$ cat src/rtl/led_bar_monitor_if.sv
// Bundle between the LED sweep controller side (master) and the bar monitor (slave).
// Signal names follow the board-level net names of the LED bar.
interface led_bar_monitor_if #(
  parameter int N_LED = 16,
  parameter int LVL_W = 5
);
  logic [N_LED-1:0] LED;
  logic [LVL_W-1:0] level;
  logic [1:0]       dir;
  logic [3:0]       seg_count;
  logic [LVL_W-1:0] peak;
  logic [LVL_W-1:0] valley;
  logic             turn;
  logic             cycle_done;
  logic             code_err;
  logic             jump_err;
  logic             err_sticky;

  modport master (
    output LED,
    input  level, dir, seg_count, peak, valley,
    input  turn, cycle_done, code_err, jump_err, err_sticky
  );

  modport slave (
    input  LED,
    output level, dir, seg_count, peak, valley,
    output turn, cycle_done, code_err, jump_err, err_sticky
  );
endinterface

$ cat src/rtl/led_bar_monitor.sv
// Receive-side checker for a thermometer-coded LED bar: decodes the level, tracks
// sweep direction, turning points and segment count, and flags malformed codes/jumps.
module led_bar_monitor #(
  parameter int N_LED     = 16,
  parameter int LVL_W     = 5,
  parameter int IDLE_HOLD = 4
) (
  input  logic             clk,
  input  logic             reset,
  led_bar_monitor_if.slave bus
);

  typedef enum logic [1:0] {
    DIR_IDLE = 2'b00,
    DIR_UP   = 2'b01,
    DIR_DOWN = 2'b10
  } dir_e;

  localparam int HOLD_W = $clog2(IDLE_HOLD + 1);
  // The arriving zero sample leaves the counter at 0, so the last one is seen at IDLE_HOLD-2.
  localparam logic [HOLD_W-1:0]  HOLD_LAST = HOLD_W'(IDLE_HOLD - 2);
  localparam logic signed [LVL_W:0] D_ONE  = (LVL_W + 1)'(1);

  logic [N_LED-1:0] r_led_q;
  logic [LVL_W-1:0] r_level;
  dir_e             r_dir;
  logic [3:0]       r_seg;
  logic [LVL_W-1:0] r_peak;
  logic [LVL_W-1:0] r_valley;
  logic [HOLD_W-1:0] r_hold;
  logic             r_turn;
  logic             r_done;
  logic             r_cerr;
  logic             r_jerr;
  logic             r_sticky;

  logic [N_LED-1:0]   w_led_inc;
  logic               w_valid;
  logic [LVL_W-1:0]   w_n;
  logic signed [LVL_W:0] w_d;
  logic               w_up1;
  logic               w_dn1;
  logic               w_flat;
  logic               w_jump;
  logic               w_zero;
  logic               w_hold_last;
  logic               w_step_ok;
  dir_e               w_dir_nxt;
  logic               w_turn;
  logic               w_done;
  logic               w_cerr;
  logic               w_jerr;
  logic [3:0]         w_seg_nxt;
  logic [LVL_W-1:0]   w_level_nxt;
  logic [LVL_W-1:0]   w_peak_nxt;
  logic [LVL_W-1:0]   w_valley_nxt;
  logic [HOLD_W-1:0]  w_hold_nxt;

  // A thermometer code plus one has no bit in common with itself (all-ones wraps to 0).
  assign w_led_inc = r_led_q + N_LED'(1);
  assign w_valid   = ((r_led_q & w_led_inc) == '0);

  always_comb begin
    w_n = '0;
    for (int i = 0; i < N_LED; i++) begin
      w_n = w_n + LVL_W'(r_led_q[i]);
    end
  end

  assign w_d         = $signed({1'b0, w_n}) - $signed({1'b0, r_level});
  assign w_up1       = (w_d == D_ONE);
  assign w_dn1       = (w_d == -D_ONE);
  assign w_flat      = (w_d == '0);
  assign w_jump      = !(w_up1 || w_dn1 || w_flat);
  assign w_zero      = (w_n == '0);
  assign w_hold_last = (r_hold >= HOLD_LAST);
  assign w_step_ok   = w_valid && !w_jump;

  // Direction state register.
  always_ff @(posedge clk) begin
    if (!reset) begin
      r_dir <= DIR_IDLE;
    end else begin
      r_dir <= w_dir_nxt;
    end
  end

  // Next-state logic; invalid samples leave the direction frozen.
  always_comb begin
    // NOTE: default first so every path assigns w_dir_nxt and no latch is inferred.
    w_dir_nxt = r_dir;
    if (w_valid) begin
      if (w_jump) begin
        if (r_dir != DIR_IDLE) begin
          w_dir_nxt = w_d[LVL_W] ? DIR_DOWN : DIR_UP;
        end
      end else begin
        case (r_dir)
          DIR_IDLE: if (w_up1) w_dir_nxt = DIR_UP;
          DIR_UP:   if (w_dn1) w_dir_nxt = DIR_DOWN;
          DIR_DOWN: begin
            if (w_up1) begin
              w_dir_nxt = DIR_UP;
            end else if (w_flat && w_zero && w_hold_last) begin
              w_dir_nxt = DIR_IDLE;
            end
          end
          default:  w_dir_nxt = DIR_IDLE;
        endcase
      end
    end
  end

  // Output and datapath next values, derived from the current state and step.
  always_comb begin
    w_cerr       = !w_valid;
    w_jerr       = w_valid && w_jump;
    w_turn       = w_step_ok && (((r_dir == DIR_UP) && w_dn1) || ((r_dir == DIR_DOWN) && w_up1));
    w_done       = w_step_ok && (r_dir == DIR_DOWN) && w_flat && w_zero && w_hold_last;
    w_level_nxt  = w_valid ? w_n : r_level;
    w_peak_nxt   = r_peak;
    w_valley_nxt = r_valley;
    w_seg_nxt    = r_seg;
    w_hold_nxt   = '0;

    if (w_step_ok && (r_dir == DIR_IDLE) && w_up1) begin
      w_seg_nxt = '0;
    end
    if (w_turn) begin
      if (r_seg != 4'd15) w_seg_nxt = r_seg + 4'd1;
      if (r_dir == DIR_UP) w_peak_nxt = r_level;
      else                 w_valley_nxt = r_level;
    end

    if (!w_valid) begin
      w_hold_nxt = r_hold;
    end else if (w_step_ok && (r_dir == DIR_DOWN) && w_flat && w_zero && !w_hold_last) begin
      w_hold_nxt = r_hold + HOLD_W'(1);
    end
  end

  always_ff @(posedge clk) begin
    if (!reset) begin
      // NOTE: sequential state uses non-blocking assignments so every register samples pre-edge values.
      r_led_q  <= '0;
      r_level  <= '0;
      r_seg    <= '0;
      r_peak   <= '0;
      r_valley <= '0;
      r_hold   <= '0;
      r_turn   <= 1'b0;
      r_done   <= 1'b0;
      r_cerr   <= 1'b0;
      r_jerr   <= 1'b0;
      r_sticky <= 1'b0;
    end else begin
      r_led_q  <= bus.LED;
      r_level  <= w_level_nxt;
      r_seg    <= w_seg_nxt;
      r_peak   <= w_peak_nxt;
      r_valley <= w_valley_nxt;
      r_hold   <= w_hold_nxt;
      r_turn   <= w_turn;
      r_done   <= w_done;
      r_cerr   <= w_cerr;
      r_jerr   <= w_jerr;
      r_sticky <= r_sticky || w_cerr || w_jerr;
    end
  end

  assign bus.level      = r_level;
  assign bus.dir        = r_dir;
  assign bus.seg_count  = r_seg;
  assign bus.peak       = r_peak;
  assign bus.valley     = r_valley;
  assign bus.turn       = r_turn;
  assign bus.cycle_done = r_done;
  assign bus.code_err   = r_cerr;
  assign bus.jump_err   = r_jerr;
  assign bus.err_sticky = r_sticky;

endmodule

$ cat src/flat_wrapper.sv
// flat-port wrapper written by rule: the top's interface ports become plain ports
module led_bar_monitor_flat 
#(
  parameter int N_LED     = 16,
  parameter int LVL_W     = 5,
  parameter int IDLE_HOLD = 4
)
  (clk, reset, bus_LED, bus_level, bus_dir, bus_seg_count, bus_peak, bus_valley, bus_turn, bus_cycle_done, bus_code_err, bus_jump_err, bus_err_sticky);
  led_bar_monitor_if #(.N_LED(N_LED), .LVL_W(LVL_W)) bus_i ();
  input  logic clk;
  input  logic reset;
  input wire logic [$bits(bus_i.LED)-1:0] bus_LED;
  output wire logic [$bits(bus_i.level)-1:0] bus_level;
  output wire logic [$bits(bus_i.dir)-1:0] bus_dir;
  output wire logic [$bits(bus_i.seg_count)-1:0] bus_seg_count;
  output wire logic [$bits(bus_i.peak)-1:0] bus_peak;
  output wire logic [$bits(bus_i.valley)-1:0] bus_valley;
  output wire logic [$bits(bus_i.turn)-1:0] bus_turn;
  output wire logic [$bits(bus_i.cycle_done)-1:0] bus_cycle_done;
  output wire logic [$bits(bus_i.code_err)-1:0] bus_code_err;
  output wire logic [$bits(bus_i.jump_err)-1:0] bus_jump_err;
  output wire logic [$bits(bus_i.err_sticky)-1:0] bus_err_sticky;
  assign bus_i.LED = bus_LED;
  assign bus_level = bus_i.level;
  assign bus_dir = bus_i.dir;
  assign bus_seg_count = bus_i.seg_count;
  assign bus_peak = bus_i.peak;
  assign bus_valley = bus_i.valley;
  assign bus_turn = bus_i.turn;
  assign bus_cycle_done = bus_i.cycle_done;
  assign bus_code_err = bus_i.code_err;
  assign bus_jump_err = bus_i.jump_err;
  assign bus_err_sticky = bus_i.err_sticky;
  led_bar_monitor #(.N_LED(N_LED), .LVL_W(LVL_W), .IDLE_HOLD(IDLE_HOLD)) u_core (.clk(clk), .reset(reset), .bus(bus_i));
endmodule
$ cat config.mk
export PLATFORM = sky130hd
export DESIGN_NAME = led_bar_monitor_flat
export DESIGN_NICKNAME = d
export VERILOG_FILES = /design/src/rtl/led_bar_monitor_if.sv /design/src/rtl/led_bar_monitor.sv /design/src/flat_wrapper.sv
export SDC_FILE = /design/constraint.sdc
export NUM_CORES = 1
export LEC_CHECK = 0
export CORE_ASPECT_RATIO = 0.9
export CORE_MARGIN = 2
export CORE_UTILIZATION = 30
export DETAILED_ROUTE_END_ITERATION = 10
export HOLD_SLACK_MARGIN = 0.1
export PLACE_DENSITY_LB_ADDON = 0.05
export SYNTH_ARGS = -nofsm -noshare
export SYNTH_HDL_FRONTEND = slang
export SYNTH_SLANG_ARGS = --single-unit
export TNS_END_PERCENT = 100
$ cat constraint.sdc
create_clock -name clk -period 5.5 [get_ports clk]
set_input_delay 1.1 -clock clk [delete_from_list [all_inputs] [get_ports clk]]
set_output_delay 1.1 -clock clk [all_outputs]
set_load 0.01 [all_outputs]
* Word-level counts from Yosys, hierarchy flattened *
Cells that the tools add are included.
Widths: inputs -> output; s select.

word-level totals
  register bits = 45
  bits of input ports = 18
  word-level logic and storage cells = 85

cells by class
  $add $sub $neg = 19
  $lt $le $gt $ge = 1
  equality and inequality tests = 8
  multiplexer cells = 12
  bitwise gates (word level) = 2
  reduce and logical (&&, ||, !) cells = 31

operators with widths
  cell                   number
  $add 5x1->5            14
  $add 16x1->16 const B  1
  $and 16x16->16         1
  $logic_not 16->1       1
  $logic_and 1x1->1      14
  $mux 2                 7
  $mux 4                 3
  $eq 6x1->1 const B     1
  $eq 6x2->1 const B     1
  $logic_not 6->1        1
  $ne 3x2->1 const B     2
  $pmux 2 s3             1
  $sub 5x5->6            1
  $logic_not 5->1        1
  $logic_or 1x1->1       5
  $reduce_and 5->1       1
  $add 4x1->4 const B    1
  $ne 4x3->1 const B     1
  $ne 4x4->1 const B     1
  $reduce_and 2->1       2
  $reduce_bool 2->1      2
  $add 3x1->3 const B    1
  $ge 3x2->1 const B     1
  $logic_not 1->1        3
  other kinds (6)        6

* Logic depth before layout (Yosys ltp) *
Gate-level depths: netlist of run 1.

  depth in word-level cells = 25
  depth in mapped cells = 22
  gate-level depth less buffers = 21

* Least setup slack after synthesis of run 1 *
Ideal clock, no wire load.

  path kind = reg-to-reg
  start = register u_core.r_led_q[0]
  end = register u_core.r_hold[0]
  setup time = 0.058 ns
  arrival time = 5.676 ns
  required time = 5.442 ns
  slack = -0.234 ns
  stages on the path, launching flop included = 20
  path buffers = 1
  period minus slack after synthesis = 5.734 ns
  path through = dfxtp_1 > inv_1 > ha_1 > fa_1 > fa_1 > fa_1 > fa_1 > inv_1 > fa_1 > inv_1 > fa_1 > fa_1 > nand2b_1 > a21oi_1 > xor2_2 > or3_1 > buf_2 > or4_4 > nor3_2 > o21a_1

on the way
  longest elaborated chain between the ends = 25
  elaborated cells on any way between the ends = 31
  classes of those cells = add/sub (17); eq/ne (2); mux (1); bitwise (1); reduce/logical (10)

ends and longest elaborated chain
  what                                             line                                          RTL
  start, declared                                  led_bar_monitor.sv:24                         logic [N_LED-1:0] r_led_q;
  start signal, assigned                           led_bar_monitor.sv:157                        r_led_q <= bus.LED;
  $add 1x1->2                                      led_bar_monitor.sv:66                         w_n = w_n + LVL_W'(r_led_q[i]);
  $add 5x1->5 (14 in series)                       led_bar_monitor.sv:66
  $sub 5x5->6                                      led_bar_monitor.sv:70                         assign w_d = $signed({1'b0, w_n}) - $signed({1'b0, r_level});
  $eq 6x2->1 / $eq 6x1->1 (equally long branches)  led_bar_monitor.sv:71, led_bar_monitor.sv:72
  $logic_or 1x1->1 (2 in series)                   led_bar_monitor.sv:74                         assign w_jump = !(w_up1 || w_dn1 || w_flat);
  $logic_and 1x1->1                                led_bar_monitor.sv:77                         assign w_step_ok = w_valid && !w_jump;
  $logic_and 1x1->1 (4 in series)                  led_bar_monitor.sv:137                        end else if (w_step_ok && (r_dir == DIR_DOWN) && w_flat && w_zero && !w_hold_last) begin
  $mux 3                                           led_bar_monitor.sv:137
  end signal, assigned                             led_bar_monitor.sv:162                        r_hold <= w_hold_nxt;
  end, declared                                    led_bar_monitor.sv:30                         logic [HOLD_W-1:0] r_hold;

Parallel ways exist; a longest one is shown, timed or not.
A chain may end at the register's enable or synchronous reset.

* Final worst setup path of run 1 *
Ends and elaborated chain as after synthesis.

==> reports/results.txt, run 1 <==
Clock root buffer master = clkbuf_8
H-tree level count = 2
Antenna viol nets, final = 0
Synth Flop Type = dfxtp_1
IO buf count = 43
Clk buf depth = 2
VDD IR max = 0.224 mV
WP buf/inv = 3
Final Cell Area = 3570 µm²
DIE AREA = 9230 µm²
Worst hold path type = register to register
Hold Vio Cnt, Final = 0
Max_cap viols = 0
Final worst-path cycle share = 100%
Cell Rows = 31
Async set-reset flop share out of synthesis = 0%
Largest net degree at the start of global routing = 29
Worst Max-Slew Pin Slew = 0.941 ns
CTS buffer count = 5
Fmax = 0.182 GHz
Unrepaired setup endpoints after global routing = yes
Initial DRC count = 78
Max Slew Vio Count = 0
Layout area overhead = 40.5%
Initial core utilization = 31.2%
Delay-heaviest family, CP = adder cells
First-pass GRT wire length = 9.78 mm
Post-layout util = 43.9%
Cell mode on critical path = fa_1
Yosys warns = 0
Initial antenna violation count = 0
Via count = 2147
Final setup TNS = 0 ns
Critical Path AT = 5.75 ns
Max transition margin = 37.0%
Status = completed
Mapped Nets = 324
GRT Total Usage = 13.4%
ANT cells = 0
CTS sink cnt = 45
Slowest cell on crit path = or4_4
Pwr Total = 1.56 mW
Crit path required time = 5.75 ns
Area post-placement = 3260 µm²
Routability cong. = 0.779
Clock period minus worst slack = 5.50 ns
P_leak = 1.42 nW
CTS tree = yes
Hold Crit Depth = 2
Sequential share of the synthesized area = 35.4%
Die H = 91.3 µm
Pre-Repair DR Iteration Count = 4
Final hold slack = 0.468 ns
Cells after Synth = 280
Worst setup EP type = register
Vias in the first global route = 2059
Power density cells = 436 nW/µm²
Most frequent cells in the layout = 43 x clkdlybuf4s50_1, 43 x dfxtp_1, 34 x inv_1
Dpl cells = 433
Post-synth EDFFs = 0
WS Path Type = register to register
FF+latch count, synth = 45
Final Skew = 0.00615 ns
Critical path peak fanout = 7
Setup Viol. Count Final = 0
Fin cells = 447
Area of the core = 8150 µm²
Slowest stage delay, CP = 0.54 ns
Pre-CTS setup slack = -0.135 ns
Mapped Area = 2540 µm²
Clock transition at path regs = 0.09 ns
DRT Wirelength = 6.00 mm
Residual DRC = 0
Setup ws final = 0.00232 ns
Layout cells sized above 1 = 21.0%
Die Width = 101 µm
Syn avg cell area = 9.08 µm²
Grt total ovfl = 0
Via/cell ratio = 4.80
CP Cell Sequence = inv_2 -> ha_4 -> fa_1 -> fa_1 -> fa_1 -> fa_1 -> inv_1 -> fa_2 -> inv_2 -> fa_2 -> fa_2 -> nand2b_4 -> a21oi_4 -> xor2_4 -> or3_4 -> or4_4 -> nor3_2 -> o21a_1
CP Launch Type = register
R2R depth = 18
HPWL after DPL = 4.43 mm
Final net count = 391
Post-synth cell types = 49
Post-DR wirelength/cell = 13.4 µm
Worst-skew pair later-pin latency = 0.30 ns
Instance count on the critical path = 18
IO Pins = 44
[worst reg2reg max path: cells and delay by family, from the launching register on]
kind | cells | cell delay, ns
AND/OR/NAND/NOR | 4 | 1.18
AO/OA/AOI/OAI | 2 | 0.33
flip-flops | 1 | 0.34
buffers and inverters | 3 | 0.15
adder cells (fa/ha/maj) | 8 | 3.32
XOR/XNOR | 1 | 0.13
[worst paths after layout]
| path | start | endpoint | slack (ns) |
|---|---|---|---|
| max | u_core.r_led_q[0] | u_core.r_hold[0] | 0.002 |
| min | u_core.bus.err_sticky | u_core.bus.err_sticky | 0.47 |
| max reg2reg | u_core.r_led_q[0] | u_core.r_hold[0] | 0.002 |
| min reg2reg | u_core.bus.err_sticky | u_core.bus.err_sticky | 0.47 |
[cell usage after synthesis (4+ instances only)]
master | n | share of area, %
a21oi_1 | 7 | 1.4
o21a_1 | 4 | 1.2
mux2i_1 | 16 | 6.3
fa_1 | 11 | 8.7
dfxtp_1 | 45 | 35
nor2b_1 | 4 | 0.98
nor3_1 | 7 | 1.4
buf_2 | 4 | 0.79
nand3_1 | 7 | 1.4
o211ai_1 | 4 | 1.2
nor4_1 | 4 | 0.98
inv_1 | 37 | 5.5
o21ai_0 | 4 | 0.79
clkbuf_1 | 6 | 0.89
nor2_1 | 23 | 3.4
ha_1 | 15 | 7.4
and2_1 | 16 | 3.9
nand4_1 | 7 | 1.7
or3_1 | 4 | 0.98
nand2_1 | 8 | 1.2
[where the power goes]
part / internal, mW / total [mW] / switching [mW]
logic: 0.504 / 0.997 / 0.492
registers: 0.333 / 0.341 / 0.00777
clock network: 0.102 / 0.221 / 0.118
total: 0.939 / 1.56 / 0.619
[sequential cells by signal (all words and copies together) (netlist names)]
name / count
u_core.bus.valley: 5
u_core.r_led_q: 16
u_core.bus.seg_count: 4
u_core.r_hold: 3
u_core.bus.peak: 5
u_core.bus.code_err: 1
u_core.bus.level: 5
u_core.bus.dir: 2
u_core.bus.jump_err: 1
u_core.bus.cycle_done: 1
u_core.bus.turn: 1
u_core.bus.err_sticky: 1
[per-layer routing]
layer	GRT usage, %	up-vias	share of wire, %
met4	3.72	0	1.0
met3	2.69	5	2.8
met2	21.2	38	47
li1	-	1086	-
met1	18.5	1018	49
met5	0	-	0
[final cells by class]
cell class	instances	area [µm²]
Clock buffer	6	82.6
Clock inverter	2	13.8
Fill cell	814	4570
Inverter	39	146
Multi-Input combinational cell	186	1650
Sequential cell	45	903
Tap cell	99	124
Timing Repair Buffer	70	648
[kinds of logic after synthesis]
logic type	share of synthesized area, %
fa+ha+maj	16.0
simple gates	21.4
mux	6.30
buf+inv	7.43
flops	35.4
xor+xnor	2.02
compound gates	11.4
[what timing repair did]
item | 4_1_cts | 5_1_grt
setup endpoints to repair | 15 | 21
pin swaps | 5 | 15
gates resized for setup | 6 | 29
hold buffers | 0 | 0
setup buffers | 2 | 5
Note: power is estimated with default switching activity, not from simulation.
==> run 2: changes to the inputs <==
--- a/config.mk
+++ b/config.mk
@@ -11,6 +11,7 @@
 export DETAILED_ROUTE_END_ITERATION = 10
 export HOLD_SLACK_MARGIN = 0.1
 export PLACE_DENSITY_LB_ADDON = 0.05
+export RECOVER_POWER = 50
 export SYNTH_ARGS = -nofsm -noshare
 export SYNTH_HDL_FRONTEND = slang
 export SYNTH_SLANG_ARGS = --single-unit
==> reports/results.txt, run 2 (synthesized netlist as in run 1, its figures left out) <==
Status = completed
WS Path Type = register to register
Routability cong. = 0.779
DR top layer = met4
Worst Max-Slew Pin Slew = 0.941 ns
Crit path required time = 5.75 ns
Pwr Total = 1.56 mW
First-pass GRT wire length = 9.78 mm
Max Slew Vio Count = 0
Critical Path AT = 5.75 ns
Via count = 2142
Max FFs per register = 16
CTS sink cnt = 45
Via/cell ratio = 4.79
Layout cells sized above 1 = 21.0%
Initial antenna violation count = 0
Clock period minus worst slack = 5.50 ns
Worst hold path type = register to register
Fin cells = 447
Grt total ovfl = 0
Cell Rows = 31
P_leak = 1.45 nW
M1 WL = 2.94 mm
Area of the core = 8150 µm²
Dpl cells = 433
Vias in the first global route = 2059
Clock transition at path regs = 0.09 ns
Critical path peak fanout = 7
Most common cell after layout, fill and taps aside = dfxtp_1
Initial DRC count = 85
Clk buf depth = 2
Final setup TNS = 0 ns
Unrepaired setup endpoints after global routing = yes
Final worst-path cycle share = 100%
CTS tree = yes
DIE AREA = 9230 µm²
Setup Viol. Count Final = 0
Post-layout util = 43.9%
Largest net degree at the start of global routing = 29
Die Width = 101 µm
Final hold slack = 0.465 ns
VDD IR max = 0.224 mV
Final Skew = 0.00615 ns
H-tree level count = 2
Layout area overhead = 40.5%
Worst setup EP type = register
Power density cells = 436 nW/µm²
IO Pins = 44
Max_cap viols = 0
Initial core utilization = 31.2%
Worst-skew pair later-pin latency = 0.30 ns
Fillcell total = 814
Post-DR wirelength/cell = 13.4 µm
Max transition margin = 37.0%
ANT cells = 0
GRT Total Usage = 13.4%
Final net count = 391
Biggest register = u_core.r_led_q
Antenna viol nets, final = 0
Die H = 91.3 µm
Metal3 WL = 160 µm
Met2 WL = 2.83 mm
Most frequent cells in the layout = 43 x dfxtp_1, 34 x inv_1, 32 x clkdlybuf4s50_1
DRT Wirelength = 6.00 mm
IO buf count = 43
HPWL after DPL = 4.43 mm
CTS buffer count = 5
Clock root buffer master = clkbuf_8
CP Launch Type = register
Pre-Repair DR Iteration Count = 4
Hold Vio Cnt, Final = 0
Residual DRC = 0
Fmax = 0.182 GHz
[run 2: changes by cell type in the layout (fill, tap and decap cells not counted), sizes merged]
cell,before,now
dlygate4sd3,0,11
clkdlybuf4s50,43,32
[run 2: repair_timing]
item,4_1_cts,5_1_grt
setup buffers,2,5
hold buffers,0,0
resized for setup,6,29
endpoints found under the hold margin,0,0
pin swaps,5,15
endpoints found under the setup margin,15,21
[run 2: cell type report]
type                    instances  area, µm²  area share (%)
multi-input cells             186       1650            46.3
flip-flops and latches         45        903            25.3
repair buffers                 70        648            18.1
inverters                      39        146            4.10
well taps                      99        124            3.47
clock buffers                   6       82.6            2.31
clock inverters                 2       13.8           0.385
[run 2: power breakdown]
group          leakage, nW  internal, mW  switching [mW]  total (mW)
Sequential           0.368         0.333         0.00775       0.341
Combinational         1.03         0.504           0.492       0.996
Clock               0.0512         0.102           0.118       0.221
Total                 1.45         0.939           0.619        1.56
[run 2: stage by stage]
stage / setup WS, ns / area (µm²)
3_5_place_dp: -0.135 / 3260
4_1_cts: -0.0342 / 3420
6_report: 0.00232 / 3570
5_1_grt: -0.164 / 3570
2_1_floorplan: 0.00382 / 2570
3_3_place_gp: -0.0244 / 3260
[run 2: critical path, stage by stage (launching register included)]
cell and delay, ns:
dfxtp_2 0.34, inv_2 0.04, ha_4 0.23, fa_1 0.46
fa_1 0.51, fa_1 0.43, fa_1 0.49, inv_1 0.05
fa_2 0.35, inv_2 0.06, fa_2 0.46, fa_2 0.39
nand2b_4 0.16, a21oi_4 0.21, xor2_4 0.13, or3_4 0.36
or4_4 0.54, nor3_2 0.12, o21a_1 0.12
[run 2: metal layers]
metal	track usage [%]	up-vias
met3	2.69	7
li1	-	1086
met2	21.2	35
met5	0	-
met1	18.5	1014
met4	3.72	0
[run 2: worst paths after layout]
check	startpoint	to	slack, ns	cells after the start
min reg2reg	u_core.bus.err_sticky	u_core.bus.err_sticky	0.46	2
min	u_core.bus.err_sticky	u_core.bus.err_sticky	0.46	2
max	u_core.r_led_q[0]	u_core.r_hold[0]	0.002	18
max reg2reg	u_core.r_led_q[0]	u_core.r_hold[0]	0.002	18
